===== src/rtl/star.sv =====
// Row-wise softmax sequencer: streams each row of scores to the CAM-subtract array,
// tracks the row maximum as a one-hot vector, then steps through find-subtract and EXP/LUT phases.
module star #(
  parameter int INPUT_LEN = 4,
  parameter int N_INPUT   = 64,
  parameter int LUT_LEN   = 64
) (
  input  logic               clk,
  input  logic               reset,
  input  logic [7:0]         data,
  output logic               data_req,
  output logic [8:0]         data_addr,
  input  logic [LUT_LEN-1:0] i_xi_MV,
  output logic               CAMSUB_req,
  output logic [7:0]         xi,
  output logic [LUT_LEN-1:0] o_xmax_MV,
  output logic [LUT_LEN-1:0] o_xi_MV,
  output logic               FindSub_req,
  input  logic [LUT_LEN-1:0] i_sub_MV,
  output logic               EXP_req,
  input  logic [31:0]        exp,
  input  logic [31:0]        Sum_exp,
  output logic [LUT_LEN-1:0] o_sub_MV,
  output logic               finish
);

  localparam int ROWS   = N_INPUT / INPUT_LEN;
  localparam int K_W    = $clog2(INPUT_LEN);
  localparam int ROW_W  = $clog2(ROWS + 1);
  localparam int ADDR_W = 9;
  localparam logic [K_W-1:0]   K_LAST   = K_W'(INPUT_LEN - 1);
  localparam logic [ROW_W-1:0] ROW_LAST = ROW_W'(ROWS);

  typedef enum logic [2:0] {
    S_IDLE, S_CAMSUB, S_CAMWAIT, S_FINDSUB, S_EXP, S_EXPWAIT, S_DONE
  } state_t;

  state_t              state, state_n;
  logic [K_W-1:0]      k, k_n;
  logic [ROW_W-1:0]    row, row_n;
  logic [ADDR_W-1:0]   addr_n;
  logic [7:0]          xi_hold;
  logic [LUT_LEN-1:0]  acc;
  logic                new_row;
  logic                xi_take;
  logic [63:0]         unused_obs;

  function automatic logic is_onehot(input logic [LUT_LEN-1:0] v);
    return (v != '0) && ((v & (v - 1'b1)) == '0);
  endfunction

  function automatic logic [LUT_LEN-1:0] msb_onehot(input logic [LUT_LEN-1:0] v);
    logic [LUT_LEN-1:0] r;
    r = '0;
    for (int i = 0; i < LUT_LEN; i++) begin
      if (v[i]) begin
        r    = '0;
        r[i] = 1'b1;
      end
    end
    return r;
  endfunction

  // The LUT consumes exp/Sum_exp directly; this block only observes them.
  assign unused_obs = {exp, Sum_exp};

  always_comb begin
    state_n = state;
    k_n     = k;
    row_n   = row;
    case (state)
      S_IDLE: begin
        state_n = S_CAMSUB;
        k_n     = '0;
      end
      S_CAMSUB: begin
        if (k == K_LAST) begin
          state_n = S_CAMWAIT;
          k_n     = '0;
        end else begin
          k_n = k + 1'b1;
        end
      end
      S_CAMWAIT: state_n = S_FINDSUB;
      S_FINDSUB: begin
        if (k == K_LAST) begin
          state_n = S_EXP;
          k_n     = '0;
        end else begin
          k_n = k + 1'b1;
        end
      end
      S_EXP: begin
        if (k == K_LAST) begin
          state_n = S_EXPWAIT;
          k_n     = '0;
        end else begin
          k_n = k + 1'b1;
        end
      end
      S_EXPWAIT: begin
        row_n   = row + 1'b1;
        state_n = (row_n == ROW_LAST) ? S_DONE : S_CAMSUB;
      end
      S_DONE:  state_n = S_DONE;
      default: state_n = S_IDLE;
    endcase
    addr_n = (state_n == S_CAMSUB) ? ADDR_W'(int'(row_n) * INPUT_LEN + int'(k_n)) : '0;
  end

  // Control stage: state, counters and request decodes registered from next state
  always_ff @(posedge clk or negedge reset) begin
    if (!reset) begin
      state       <= S_IDLE;
      k           <= '0;
      row         <= '0;
      data_req    <= 1'b0;
      CAMSUB_req  <= 1'b0;
      FindSub_req <= 1'b0;
      EXP_req     <= 1'b0;
      finish      <= 1'b0;
      data_addr   <= '0;
    end else begin
      state       <= state_n;
      k           <= k_n;
      row         <= row_n;
      data_req    <= (state_n == S_CAMSUB);
      CAMSUB_req  <= (state_n == S_CAMSUB);
      FindSub_req <= (state_n == S_FINDSUB);
      EXP_req     <= (state_n == S_EXP);
      finish      <= (state_n == S_DONE);
      data_addr   <= addr_n;
    end
  end

  assign new_row = (state_n == S_CAMSUB) && (state != S_CAMSUB);
  assign xi_take = ((state == S_CAMSUB) || (state == S_CAMWAIT)) && is_onehot(i_xi_MV);

  // xi follows the buffer live while streaming and freezes on the last score afterwards
  assign xi = CAMSUB_req ? data : xi_hold;

  // Match-vector stage: xi/max capture during CAM phases, sub vector during EXP phases
  always_ff @(posedge clk or negedge reset) begin
    if (!reset) begin
      xi_hold   <= '0;
      acc       <= '0;
      o_xmax_MV <= '0;
      o_xi_MV   <= '0;
      o_sub_MV  <= '0;
    end else begin
      if (state == S_CAMSUB) begin
        xi_hold <= data;
      end
      if (new_row) begin
        acc       <= '0;
        o_xmax_MV <= '0;
      end else if (xi_take) begin
        o_xi_MV   <= i_xi_MV;
        acc       <= acc | i_xi_MV;
        o_xmax_MV <= msb_onehot(acc | i_xi_MV);
      end
      if ((state == S_EXP) || (state == S_EXPWAIT)) begin
        o_sub_MV <= is_onehot(i_sub_MV) ? i_sub_MV : '0;
      end else begin
        o_sub_MV <= '0;
      end
    end
  end

endmodule


===== config.mk =====
export PLATFORM = sky130hd
export DESIGN_NAME = star
export DESIGN_NICKNAME = d
export VERILOG_FILES = /design/src/rtl/star.sv
export SDC_FILE = /design/constraint.sdc
export NUM_CORES = 1
export LEC_CHECK = 0
export BUFFER_PORTS_ARGS = -buffer_cell sky130_fd_sc_hd__buf_4
export CELL_PAD_IN_SITES_DETAIL_PLACEMENT = 1
export CELL_PAD_IN_SITES_GLOBAL_PLACEMENT = 1
export CORE_ASPECT_RATIO = 0.9
export CORE_MARGIN = 10
export CORE_UTILIZATION = 40
export DETAILED_ROUTE_END_ITERATION = 10
export PLACE_DENSITY = 0.85
export SLEW_MARGIN = 15
export SYNTH_ARGS = -nofsm -noshare
export SYNTH_HDL_FRONTEND = slang
export SYNTH_SLANG_ARGS = --single-unit

===== constraint.sdc =====
create_clock -name clk -period 4.38 [get_ports clk]
set_clock_uncertainty 0.1 [all_clocks]
set_input_delay 0.438 -clock clk [delete_from_list [all_inputs] [get_ports clk]]
set_output_delay 0.438 -clock clk [all_outputs]
set_load 0.01 [all_outputs]

### After elaboration in Yosys (flattened, before gate mapping)

Cells that the tools add are included.

| word-level totals | value |
|---|---|
| input bits | 202 |
| output and inout port bits | 214 |
| bits in registers | 286 |

| cells by class | value |
|---|---|
| equality and inequality tests | 13 |
| multiplexer cells | 80 |
| bitwise gates (word level) | 4 |
| $add $sub $neg | 5 |
| reductions and logical operators | 14 |

Operators by type and width:

| kind | count |
|---|---|
| 2-to-1 mux 64 bit | 69 |
| AND 64 bit | 2 |
| zero test 64 bit | 2 |
| nonzero test 64 bit | 2 |
| subtractor 64 x 1 -> 64 bit (second input constant) | 2 |
| bitwise OR 64 bit | 1 |
| one-hot mux 3 bit (7 select lines) | 1 |
| 2-to-1 mux 8 bit | 2 |
| == test 3 bit (second input constant) | 5 |
| 2-to-1 mux 3 bit | 4 |
| == test 3 x 2 -> 1 bit (second input constant) | 3 |
| adder 7 x 2 -> 8 bit | 1 |
| == test 3 x 1 -> 1 bit (second input constant) | 2 |
| adder 5 x 1 -> 5 bit (second input constant) | 1 |
| == test 5 bit (second input constant) | 1 |
| 2-to-1 mux 5 bit | 1 |
| logical AND 1 bit | 4 |
| one-hot mux 2 bit (2 select lines) | 1 |
| zero test 3 bit | 1 |
| inequality test 3 x 1 -> 1 bit (second input constant) | 1 |
| OR reduction 3 bit | 1 |
| adder 2 x 1 -> 2 bit (second input constant) | 1 |
| == test 2 bit (second input constant) | 1 |
| logical OR 1 bit | 2 |
| 5 further kinds | 5 |

### Longest topological paths before layout

| depth | value |
|---|---|
| depth in word-level cells | 67 |
| depth in mapped cells | 14 |

### Worst setup path before layout

Ideal clock, no wire load.

| timing | value |
|---|---|
| path kind | input port to flip-flop |
| from | input i_xi_MV[29] |
| to | register o_xi_MV[4] |
| path buffers | 5 |
| path slack | 0.269 ns |
| arrival | 3.884 ns |
| setup time | 0.128 ns |
| cell stages on the path | 13 |
| cell sequence | buf_2 > or4_1 > clkbuf_1 > or4_1 > clkbuf_1 > or4_1 > nor4_1 > o21ai_0 > or4b_1 > and4bb_1 > buf_4 > buf_4 > mux2_1 |

| between the ends | value |
|---|---|
| cells in the longest elaborated chain, start to end | 6 |

RTL lines:

| what | line | text |
|---|---|---|
| start, declared | 13 | `input logic [LUT_LEN-1:0] i_xi_MV,` |
| subtractor 64 x 1 -> 64 bit | 49 | `return (v != '0) && ((v & (v - 1'b1)) == '0);` |
| AND 64 bit | 49 |  |
| zero test 64 bit | 49 |  |
| logical AND 1 bit (*) | 49 |  |
| logical AND 1 bit (*) | 137 | `assign xi_take = ((state == S_CAMSUB) \|\| (state == S_CAMWAIT)) && is_onehot(i_xi_MV);` |
| AND reduction 2 bit (no source line) (*) | n/a |  |
| end signal, assigned | 158 | `o_xi_MV <= i_xi_MV;` |
| end, declared | 17 | `output logic [LUT_LEN-1:0] o_xi_MV,` |

Every way passes the cells marked *; elsewhere a longest branch is shown, timed or not.
A chain may end at the register's enable or synchronous reset.

### Worst setup path after layout

| timing | value |
|---|---|
| from | input i_xi_MV[30] |
| to | register o_xi_MV[17] |

The elaborated chain is that of the path after synthesis.

==> impl_metrics.tcl <==
set metrics [dict create \
    syn_to_final_growth_pct 33.94 \
    powerDensity_mw_per_mm2 327.1 \
    synth.most_common_cell "dfrtp_1" \
    leakage_nw 8.600 \
    startpoint_type "input port" \
    crit_family "simple AND/OR/NAND/NOR gates" \
    antenna_found_initial 2 \
    run_status "finished, final reports clean" \
    grt_max_degree 117 \
    vias 12292 \
    avgRoutedWirePerCell_um 25.00 \
    crit_path_top_delay_cell "or4_1" \
    synth_common_cells "dfrtp_1, nand2_1, nor2_1" \
    register_area_mm2 0.007107 \
    yosys.area.top_type "dfrtp_1" \
    dieArea_mm2 0.04211 \
    final_cell_count_no_fill 2096 \
    numCtsBuffers 31 \
    drt-total-wl_mm 52.39 \
    synthFlopType "dfrtp_1" \
    yosysUniqueCellTypes 69 \
    ios 416 \
    drt_iter0_drc 725 \
    fill_cells 3742 \
    die-width_um 215.2 \
    tightest_slew_ps 1095 \
    post-route-period-util 0.9002 \
    insertion_delay_ps 590 \
    rrSetupSlack_ps 750 \
    drtPass1Iterations 4 \
    hold_slack_ps 40.58 \
    yosysWarningCount 0 \
    synth-seq-area-share 0.5181 \
    post_synth.cell_area_avg_um2 11.16 \
    routed_via_density 5.865 \
    track_usage 0.2425 \
    synth.top_cell.area_share 0.5181 \
    pre_cts_slack_ps -48.32 \
    core_mm2 0.03395 \
    cp-end-kind "flop" \
    rows 64 \
    min_period_ps 3943 \
    rsz0062_at_grt "false" \
    worstHoldPathType "in -> reg" \
    finalSetupViolations 0 \
    final.setup.worst_slack_ps 437.1 \
    cts_buffer_depth 3 \
    gp_congestion 0.9017 \
    maxCapViolCount 0 \
    num-nets-final 1810 \
    cp_max_fo 22 \
    syn_inst 1229 \
    ys_seq_elements 284 \
    slowest_delay_ps 650 \
    cp_data_arrival_time_ps 4280 \
    syn_area_mm2 0.01372 \
    synthTopCellsByArea "dfrtp_1, mux2_1, and4_1" \
    die_y_um 195.7 \
    drive_above_1_share 0.3066 \
    io_buffer_count 349 \
    clkSinkCount 284 \
    cts_setup_buffers 0 \
    crit_chain "buf_4 > or4_1 > nor4_1 > nand4_1 > buf_4 > or4_1 > o221ai_1 > or4b_1 > and4bb_4 > buf_12 > mux2_1" \
    multi_input_area_mm2 0.006143 \
    async_flop_share 1.000 \
    grt_pass1_vias 13409 \
    hpwl_mm 38.33 \
    dp_cells 2026 \
    initial_core_util 0.4040 \
    grt_pass1_wl_mm 82.01 \
    vdd_drop_max_mv 0.4203 \
    final_util 0.5412 \
    drv_slew 0 \
    htree_levels 1 \
    gr-total-overflow 0 \
    drc 0 \
    synth_edf_count 0 \
    fmax_mhz 253.6 \
    path_buf_inv 3 \
    crit_required_ps 4720 \
    hold_violations 0 \
    path_clk_slew_ps 60 \
    critPathKind "in -> reg" \
    slew_headroom 0.2632 \
    ant_nets 0 \
    ctsRootBufferMaster "clkbuf_16" \
    tritoncts "yes" \
]
[repair_timing]
| item | CTS | global route |
|---|---|---|
| hold buffers | 9 | 0 |
| resized for setup | 0 | 0 |
| hold endpoints to repair | 122 | 0 |
[path summary, 6_finish.rpt]
kind                                          from                 endpoint  depth (start not counted)
min                                    i_xi_MV[43]  o_xi_MV[43]$_DFFE_PN0P_                          2
max in group asynchronous                    reset   o_sub_MV[47]$_DFF_PN0_                          3
max                                    i_xi_MV[30]  o_xi_MV[17]$_DFFE_PN0P_                         11
max reg2reg                     state[0]$_DFF_PN0_  o_xi_MV[17]$_DFFE_PN0P_                          9
min in group asynchronous                    reset  o_xi_MV[51]$_DFFE_PN0P_                          2
min reg2reg                o_xi_MV[16]$_DFFE_PN0P_  o_xi_MV[16]$_DFFE_PN0P_                          1
[worst register-to-register path: cells and delay by family, from the launching register on]
kind | cells | cell delay [ps]
AOI/OAI and AO/OA | 3 | 1140
buffers and inverters | 1 | 230
DFF | 1 | 600
muxes | 1 | 380
and+or+nand+nor | 4 | 1050
[flip-flops by register name, summed over array words and instances (netlist names)]
register     cells
finish           1
EXP_req          1
CAMSUB_req       1
o_xi_MV         64
state            3
xi_hold          8
acc             63
o_xmax_MV       64
o_sub_MV        64
FindSub_req      1
row              5
k                2
data_addr        7
[cells by family after synthesis]
family,count (synthesis),synth area share
XOR/XNOR,4,0.002554
buffers and inverters,89,0.03603
AND/OR/NAND/NOR,495,0.2112
adder cells (fa/ha/maj),8,0.006202
multiplexers,144,0.1124
flip-flops,284,0.5181
AO/OA/AOI/OAI,204,0.1133
other,1,0.0002734
[cell type report]
| cell class | instances | area share |
|---|---|---|
| Antenna cell | 3 | 0.0004086 |
| Clock buffer | 40 | 0.04787 |
| Clock inverter | 18 | 0.01505 |
| Inverter | 11 | 0.002247 |
| Multi-Input combinational cell | 857 | 0.3344 |
| Sequential cell | 284 | 0.3868 |
| Tap cell | 462 | 0.03146 |
| Timing Repair Buffer | 421 | 0.1818 |
[routing by layer]
| metal | GRT usage | vias to the layer above | routed length (µm) |
|---|---|---|---|
| met5 | 0 | - | 0 |
| met2 | 0.4176 | 404 | 26110 |
| li1 | - | 5479 | - |
| met4 | 0.06853 | 0 | 1426 |
| met1 | 0.2875 | 6330 | 20790 |
| met3 | 0.07367 | 79 | 4065 |
[placed cells by master, fill, tap and decap left out, drive strengths merged, types with 8 or more instances in the layout]
master / instances
buf: 412
dfrtp: 284
nand2: 92
nor2: 88
mux2: 80
and4: 74
a22o: 65
mux2i: 64
clkbuf: 40
nor4: 39
nor3: 36
or4: 31
o21ai: 27
or3: 22
nand4: 21
nand3: 20
a21oi: 17
inv: 12
nand4b: 11
o211ai: 11
o31ai: 10
dlygate4sd3: 9
or2: 9
and2: 8
and3: 8
nand3b: 8
[per-stage QoR]
stage | area, µm² | setup TNS, ps | total power (W)
5_1_grt | 18370 | 0 | 0.006198
3_5_place_dp | 17120 | -841.4 | 0.003082
6_report | 18370 | 0 | 0.006010
2_1_floorplan | 13720 | 0 | 0.002787
4_1_cts | 18370 | 0 | 0.006061
3_3_place_gp | 17120 | 0 | 0.003067
[where the power goes]
group,switching (W),internal (W)
Clock,0.00114,0.00182
Combinational,0.000261,0.000157
Sequential,0.00000194,0.00263
Total,0.00140,0.00461
Power figures use the tool's default switching activity.
